$ cat src/rtl/relogio_pkg.sv
// Shared types and BCD helpers for the hh:mm time-set controller.
package relogio_pkg;

  typedef enum logic [1:0] {
    RUN   = 2'd0,
    SET_H = 2'd1,
    SET_M = 2'd2,
    LOAD  = 2'd3
  } state_e;

  localparam int unsigned HOUR_MAX = 23;
  localparam int unsigned MIN_MAX  = 59;

  // BCD hours/minutes payload handed to the clock core on LD.
  typedef struct packed {
    logic [1:0] h1;
    logic [3:0] h0;
    logic [3:0] m1;
    logic [3:0] m0;
  } hm_bcd_t;

  function automatic int unsigned bcd_hours(hm_bcd_t t);
    return 32'(t.h1) * 32'd10 + 32'(t.h0);
  endfunction

  function automatic int unsigned bcd_minutes(hm_bcd_t t);
    return 32'(t.m1) * 32'd10 + 32'(t.m0);
  endfunction

  // Hours +1 with wrap 23 -> 00; minutes untouched.
  function automatic hm_bcd_t bcd_inc_hours(hm_bcd_t t);
    hm_bcd_t r;
    r = t;
    if (bcd_hours(t) >= HOUR_MAX) begin
      r.h1 = 2'd0;
      r.h0 = 4'd0;
    end else if (t.h0 == 4'd9) begin
      r.h0 = 4'd0;
      r.h1 = t.h1 + 2'd1;
    end else begin
      r.h0 = t.h0 + 4'd1;
    end
    return r;
  endfunction

  // Minutes +1 with wrap 59 -> 00; no carry into hours.
  function automatic hm_bcd_t bcd_inc_minutes(hm_bcd_t t);
    hm_bcd_t r;
    r = t;
    if (bcd_minutes(t) >= MIN_MAX) begin
      r.m1 = 4'd0;
      r.m0 = 4'd0;
    end else if (t.m0 == 4'd9) begin
      r.m0 = 4'd0;
      r.m1 = t.m1 + 4'd1;
    end else begin
      r.m0 = t.m0 + 4'd1;
    end
    return r;
  endfunction

endpackage

$ cat src/rtl/relogio_btn_edge.sv
// Rising-edge press detector for one button; with RELOGIO_AUTO_REPEAT_EN the
// instance built with REPEAT_EN also emits hold-to-repeat pulses.
module relogio_btn_edge
  import relogio_pkg::*;
#(
  parameter int unsigned REPEAT_DELAY  = 50_000_000,
  parameter int unsigned REPEAT_PERIOD = 10_000_000,
  parameter bit          REPEAT_EN     = 1'b0
) (
  input  logic clk,
  input  logic reset,
  input  logic btn_i,
  input  logic en_i,
  input  logic clr_i,
  output logic press_c_o,
  output logic rep_c_o
);

  logic btn_q;

  always_ff @(posedge clk) begin
    if (reset) begin
      btn_q <= 1'b0;
    end else begin
      btn_q <= btn_i;
    end
  end

  assign press_c_o = btn_i & ~btn_q;

`ifdef RELOGIO_AUTO_REPEAT_EN
  if (REPEAT_EN) begin : g_rep
    localparam int unsigned HOLD_MAX = (REPEAT_DELAY > REPEAT_PERIOD) ? REPEAT_DELAY : REPEAT_PERIOD;
    localparam int unsigned CW       = $clog2(HOLD_MAX + 1);

    logic [CW-1:0] hold_q, hold_d;
    logic [CW-1:0] target;
    logic          active_q, active_d;
    logic          armed_q, armed_d;

    // First repeat after REPEAT_DELAY, then the counter restarts per period.
    assign target  = armed_q ? CW'(REPEAT_PERIOD) : CW'(REPEAT_DELAY);
    assign rep_c_o = active_q & btn_i & (hold_q == target);

    always_comb begin
      hold_d   = hold_q;
      active_d = active_q;
      armed_d  = armed_q;
      if (!en_i || clr_i || !btn_i) begin
        hold_d   = '0;
        active_d = 1'b0;
        armed_d  = 1'b0;
      end else if (press_c_o) begin
        hold_d   = CW'(1);
        active_d = 1'b1;
        armed_d  = 1'b0;
      end else if (active_q) begin
        if (rep_c_o) begin
          hold_d  = CW'(1);
          armed_d = 1'b1;
        end else begin
          hold_d = hold_q + CW'(1);
        end
      end
    end

    always_ff @(posedge clk) begin
      if (reset) begin
        hold_q   <= '0;
        active_q <= 1'b0;
        armed_q  <= 1'b0;
      end else begin
        hold_q   <= hold_d;
        active_q <= active_d;
        armed_q  <= armed_d;
      end
    end
  end else begin : g_no_rep
    assign rep_c_o = 1'b0;
  end
`else
  assign rep_c_o = 1'b0;
`endif

  localparam int unsigned unused_rep_cfg = REPEAT_DELAY + REPEAT_PERIOD + 32'(REPEAT_EN);
  logic unused_ok;
  assign unused_ok = ^{en_i, clr_i};

endmodule

$ cat src/rtl/relogio_ajuste_ctrl.sv
// Time-set controller: mode/inc buttons edit BCD hh:mm and pulse LD to the clock core.
// Optional auto-repeat on a held inc button: define RELOGIO_AUTO_REPEAT_EN.
module relogio_ajuste_ctrl
  import relogio_pkg::*;
#(
  parameter int unsigned BLINK_DIV      = 25_000_000,
  parameter int unsigned TIMEOUT_CYCLES = 500_000_000,
  parameter int unsigned REPEAT_DELAY   = 50_000_000,
  parameter int unsigned REPEAT_PERIOD  = 10_000_000
) (
  input  logic       clk,
  input  logic       reset,
  input  logic       btn_mode,
  input  logic       btn_inc,
  output logic       LD,
  output logic [1:0] H_in1,
  output logic [3:0] H_in0,
  output logic [3:0] M_in1,
  output logic [3:0] M_in0,
  output logic       editing,
  output logic       sel_h,
  output logic       sel_m,
  output logic       blink
);

  localparam int unsigned TW = $clog2(TIMEOUT_CYCLES + 1);
  localparam int unsigned BW = $clog2(BLINK_DIV + 1);

  state_e        state_q, state_d;
  hm_bcd_t       edit_q, edit_d;
  hm_bcd_t       commit_q, commit_d;
  logic [TW-1:0] tmo_q, tmo_d;
  logic [BW-1:0] bcnt_q, bcnt_d;
  logic          blink_q, blink_d;
  logic          ld_q, ld_d;
  logic          editing_q, editing_d;
  logic          sel_h_q, sel_h_d;
  logic          sel_m_q, sel_m_d;

  logic mode_press, inc_press, inc_rep, mode_rep_unused;
  logic edit_en, state_chg, inc_evt, any_press, tmo_expired;

  assign edit_en     = (state_q == SET_H) || (state_q == SET_M);
  assign state_chg   = (state_d != state_q);
  assign inc_evt     = inc_press | inc_rep;
  assign any_press   = mode_press | inc_evt;
  assign tmo_expired = (tmo_q == TW'(TIMEOUT_CYCLES - 1));

  relogio_btn_edge #(
    .REPEAT_DELAY (REPEAT_DELAY),
    .REPEAT_PERIOD(REPEAT_PERIOD),
    .REPEAT_EN    (1'b0)
  ) u_mode_edge (
    .clk      (clk),
    .reset    (reset),
    .btn_i    (btn_mode),
    .en_i     (edit_en),
    .clr_i    (state_chg),
    .press_c_o(mode_press),
    .rep_c_o  (mode_rep_unused)
  );

  relogio_btn_edge #(
    .REPEAT_DELAY (REPEAT_DELAY),
    .REPEAT_PERIOD(REPEAT_PERIOD),
    .REPEAT_EN    (1'b1)
  ) u_inc_edge (
    .clk      (clk),
    .reset    (reset),
    .btn_i    (btn_inc),
    .en_i     (edit_en),
    .clr_i    (state_chg),
    .press_c_o(inc_press),
    .rep_c_o  (inc_rep)
  );

  // Next state, edit datapath, timeout/blink timers and registered outputs.
  always_comb begin
    state_d   = state_q;
    edit_d    = edit_q;
    commit_d  = commit_q;
    tmo_d     = tmo_q;
    bcnt_d    = bcnt_q;
    blink_d   = blink_q;

    unique case (state_q)
      RUN: begin
        if (mode_press) state_d = SET_H;
      end
      SET_H: begin
        if (mode_press) begin
          state_d = SET_M;
        end else if (inc_evt) begin
          edit_d = bcd_inc_hours(edit_q);
        end else if (tmo_expired) begin
          state_d = RUN;
          edit_d  = commit_q;
        end
      end
      SET_M: begin
        if (mode_press) begin
          state_d  = LOAD;
          commit_d = edit_q;
        end else if (inc_evt) begin
          edit_d = bcd_inc_minutes(edit_q);
        end else if (tmo_expired) begin
          state_d = RUN;
          edit_d  = commit_q;
        end
      end
      LOAD: begin
        state_d = RUN;
      end
      default: begin
        state_d = RUN;
      end
    endcase

    editing_d = (state_d == SET_H) || (state_d == SET_M);
    sel_h_d   = (state_d == SET_H);
    sel_m_d   = (state_d == SET_M);
    ld_d      = (state_d == LOAD);

    // Blink restarts high on each field entry; timeout restarts on any press.
    if (!editing_d) begin
      tmo_d   = '0;
      bcnt_d  = '0;
      blink_d = 1'b0;
    end else if (state_chg) begin
      tmo_d   = '0;
      bcnt_d  = '0;
      blink_d = 1'b1;
    end else begin
      tmo_d = any_press ? '0 : tmo_q + TW'(1);
      if (bcnt_q == BW'(BLINK_DIV - 1)) begin
        bcnt_d  = '0;
        blink_d = ~blink_q;
      end else begin
        bcnt_d = bcnt_q + BW'(1);
      end
    end
  end

  always_ff @(posedge clk) begin
    if (reset) begin
      state_q   <= RUN;
      edit_q    <= '0;
      commit_q  <= '0;
      tmo_q     <= '0;
      bcnt_q    <= '0;
      blink_q   <= 1'b0;
      ld_q      <= 1'b0;
      editing_q <= 1'b0;
      sel_h_q   <= 1'b0;
      sel_m_q   <= 1'b0;
    end else begin
      state_q   <= state_d;
      edit_q    <= edit_d;
      commit_q  <= commit_d;
      tmo_q     <= tmo_d;
      bcnt_q    <= bcnt_d;
      blink_q   <= blink_d;
      ld_q      <= ld_d;
      editing_q <= editing_d;
      sel_h_q   <= sel_h_d;
      sel_m_q   <= sel_m_d;
    end
  end

  assign LD      = ld_q;
  assign H_in1   = edit_q.h1;
  assign H_in0   = edit_q.h0;
  assign M_in1   = edit_q.m1;
  assign M_in0   = edit_q.m0;
  assign editing = editing_q;
  assign sel_h   = sel_h_q;
  assign sel_m   = sel_m_q;
  assign blink   = blink_q;

endmodule
$ cat config.mk
export PLATFORM = sky130hd
export DESIGN_NAME = relogio_ajuste_ctrl
export DESIGN_NICKNAME = d
export VERILOG_FILES = /design/src/rtl/relogio_pkg.sv /design/src/rtl/relogio_btn_edge.sv /design/src/rtl/relogio_ajuste_ctrl.sv
export SDC_FILE = /design/constraint.sdc
export NUM_CORES = 1
export LEC_CHECK = 0
export BUFFER_PORTS_ARGS = -buffer_cell sky130_fd_sc_hd__buf_2
export CORE_UTILIZATION = 60
export DETAILED_ROUTE_END_ITERATION = 6
export PLACE_DENSITY = 0.78
export SYNTH_ARGS = -nofsm -noshare
export SYNTH_HDL_FRONTEND = slang
export SYNTH_SLANG_ARGS = --single-unit
$ cat constraint.sdc
create_clock -name clk -period 9.4 [get_ports clk]
set_clock_uncertainty 0.2 [all_clocks]
set_input_delay 0 -clock clk [delete_from_list [all_inputs] [get_ports clk]]
set_output_delay 0 -clock clk [all_outputs]
set_load 0.005 [all_outputs]
==> results.yml <==
die:
  start_util_pct: 62.0
  fp.dieW_um: 91.6
  rows: 32
  die_area_mm2: 0.00840
  die_h_um: 91.6
  coreArea_mm2: 0.00777
  ioPinCount: 23
clock_tree:
  cts_made_buffers: 9
  post_cts_buffers: 0
  clock_sinks: 91
  htreeDepth: 3
  clkLatencyLatePin_ns: 0.37
  cts_root_buf: "clkbuf_8"
  clockBufferDepth: 2
  cts_tree: "done"
  clk_pin_slew_ns: 0.09
layout:
  multi_input_area_mm2: 0.00283
  area_delta_synth_final_pct: 8.13
  fill_cells: 670
  antenna_cells: 0
  layout-drive-gt1-share_pct: 11.0
  fin_nets: 615
  layout.area.seq_mm2: 0.00182
yosys:
  synthArstFlopShare_pct: 0
  synth_edf_count: 0
  synth_most_common_cell: "dfxtp_1"
  synth_top_cell_by_area: "dfxtp_1"
  ys.warnings.count: 0
  synth_ff_type: "dfxtp_1"
  synth_top_area_share_pct: 37.8
  synth_area_leaders: "dfxtp_1, nor2_1, ha_1"
  synth_area_mm2: 0.00482
  synth_commonest_cells: "dfxtp_1, nor2_1, nand2_1"
  avgSynthCellArea_um2: 8.55
  synth_fp_nets: 594
  netlist_instances: 564
  synth-seq-cells: 91
  seq_area_frac_synth_pct: 37.8
  post_synth_num_cell_types: 72
critical_path:
  worstSetupEndpointType: "register"
  ff2ff_path_depth: 11
  r2r_setup_slack_ns: 5.23
  crit_arrival_ns: 4.24
  worstPathRequired_ns: 9.47
  r2r_end: "tmo_q[17]$_SDFF_PP0_"
  start_kind: "register"
  reg2reg_from: "tmo_q[0]$_SDFF_PP0_"
  worstPathMaxFanout: 29
  criticalPathCategory: "register to register"
sta:
  worstMarginPinSlew_ns: 1.15
  fin_crit_sh_pct: 44.4
  setup_viol: 0
  min_period_ns: 4.17
  hold_viol: 0
  fin_tns_setup_ns: 0
  maxSlewViolCount: 0
  timing.final.ws_setup_ns: 5.23
  relSlewSlack_pct: 22.7
  rsz0062_at_grt: "false"
  max_freq_ghz: 0.240
power:
  ir_drop_mv: 0.0893
  power_frac_clock_pct: 37.6
  total_power_uw: 730
  p_sw_uw: 192
  pwr_density_cell_mw_per_mm2: 140
  p_leak_nw: 1.89
  seq_power_share_pct: 54.6
  p_comb_share_pct: 7.8
  sw_frac_of_total_pct: 26.2
  internal_power_uw: 539
route:
  vias_per_cell: 5.74
  first_pass_iters: 4
  drc: 0
  finalWirelength_um: 9940
  antenna_left: 0
  num_vias: 3975
  drt_iter0_drc: 124
  wl_per_cell_um: 14.4
placement:
  port_buffers: 22
  dp_hpwl_um: 6860
  dpl_worst_slack_ns: 5.19
  gp_congestion: 0.798
global_route:
  grtUsageTotal_pct: 25.3
  grt_first_pass_wirelength_um: 17300
  overflow: 0
  grt_pass1_vias: 3930
  grt_max_degree: 41
  grt_antenna_before_repair: 0
run:
  maxCapViolCount: 0
hold_path:
  hold_path_depth: 1
  holdPathEnd: "bcnt_q[0]$_SDFF_PP0_"
  hp-class: "register to register"
  hp-start: "bcnt_q[0]$_SDFF_PP0_"
status:
  status: "finished clean"
[flip-flops by register name, summed over array words and instances (netlist names)]
name,flops
H_in0,4
H_in1,2
LD,1
M_in0,4
M_in1,4
bcnt_q,25
blink,1
commit_q,14
editing,1
sel_h,1
sel_m,1
state_q,2
tmo_q,29
u_inc_edge.btn_q,1
u_mode_edge.btn_q,1
[worst max-delay path: stages (launching register included)]
cell	delay, ns
dfxtp_1	0.38
ha_1	0.23
and4_2	0.28
nand2_1	0.15
nor4_4	0.52
o31ai_1	0.12
a21oi_1	0.26
inv_1	0.10
ha_1	0.29
nor2_1	0.21
nand4b_1	0.93
a21oi_1	0.39
[cell families (layout without fill, tap and decap cells)]
| kind of cell | count (synthesis) | in the layout | share of synthesized area, % |
|---|---|---|---|
| buffers and inverters | 36 | 62 | 3.50 |
| AOI/OAI and AO/OA | 93 | 93 | 12.7 |
| adders and majority gates | 26 | 26 | 7.22 |
| and+or+nand+nor | 258 | 258 | 27.6 |
| muxes | 6 | 6 | 1.38 |
| DFF | 91 | 91 | 37.8 |
| xor gates and xnor gates | 54 | 54 | 9.81 |
[layout make-up]
type                            count  share of cell area, %
Clock buffer                       10                   2.45
Tap cell                          102                   2.45
Clock inverter                      6                   1.42
Multi-Input combinational cell    437                   54.3
Timing Repair Buffer               27                   3.07
Sequential cell                    91                   35.0
Inverter                           19                   1.37
[layer usage]
layer  track usage (%)  vias to the layer above  wire (um)
li1                  -                     2002          -
met5                 0                        -          0
met2              44.0                       54       4790
met3              5.47                       15        281
met4              8.60                        0        171
met1              30.9                     1904       4710
[cells in the final DEF, fill, tap and decap left out, drive strengths merged, types with 4 or more instances in the layout]
cell type and n:
nor4 10, nor3 13, a221oi 4, nand2 68, nor2b 8, buf 22
nand3 23, a21oi 35, xor2 29, nand2b 6, o21ai 16, ha 23
nand4 11, inv 21, a31oi 4, dfxtp 91, nor2 81, dlygate4sd3 5
clkbuf 10, and4 8, and3 9, mux2 5, a21o 5, xnor2 25
[power by group through the flow]
stage	Sequential [mW]	Combinational (mW)	Clock, mW
floorplan	0.406	0.0425	0
global placement	0.407	0.0528	0
detailed placement	0.408	0.0546	0
CTS	0.399	0.0567	0.278
global route	0.400	0.0643	0.295
finish	0.399	0.0568	0.274
[how the worst max path moves through the flow]
stage / start / to / slack (ns) / cells after the start
final: tmo_q[0]$_SDFF_PP0_ / tmo_q[17]$_SDFF_PP0_ / 5.23 / 11
after global routing: tmo_q[0]$_SDFF_PP0_ / tmo_q[17]$_SDFF_PP0_ / 4.73 / 11
after CTS: tmo_q[0]$_SDFF_PP0_ / tmo_q[17]$_SDFF_PP0_ / 5.12 / 11
after detailed placement: tmo_q[0]$_SDFF_PP0_ / tmo_q[17]$_SDFF_PP0_ / 5.19 / 11
after global placement: tmo_q[0]$_SDFF_PP0_ / tmo_q[17]$_SDFF_PP0_ / 5.36 / 11
after floorplan: M_in1[1]$_SDFFE_PP0P_ / M_in1[1]$_SDFFE_PP0P_ / 6.39 / 10
[metrics by stage]
| stage | cell area [um^2] | instances | hold WS [ns] | util [%] |
|---|---|---|---|---|
| after CTS | 5210 | 692 | 0.253 | 67.1 |
| after detailed placement | 4960 | 671 | 0.0556 | 63.9 |
| final | 5210 | 692 | 0.249 | 67.1 |
| after global placement | 4960 | 671 | 0.0477 | 63.9 |
| after global routing | 5210 | 692 | 0.272 | 67.1 |
| after floorplan | 4820 | 564 | -0.100 | - |
[what timing repair did]
action / in CTS / in global routing
endpoints found under the hold margin: 20 / 0
gates resized for setup: 0 / 0
hold buffers: 5 / 0
Note: power is estimated with default switching activity, not from simulation.
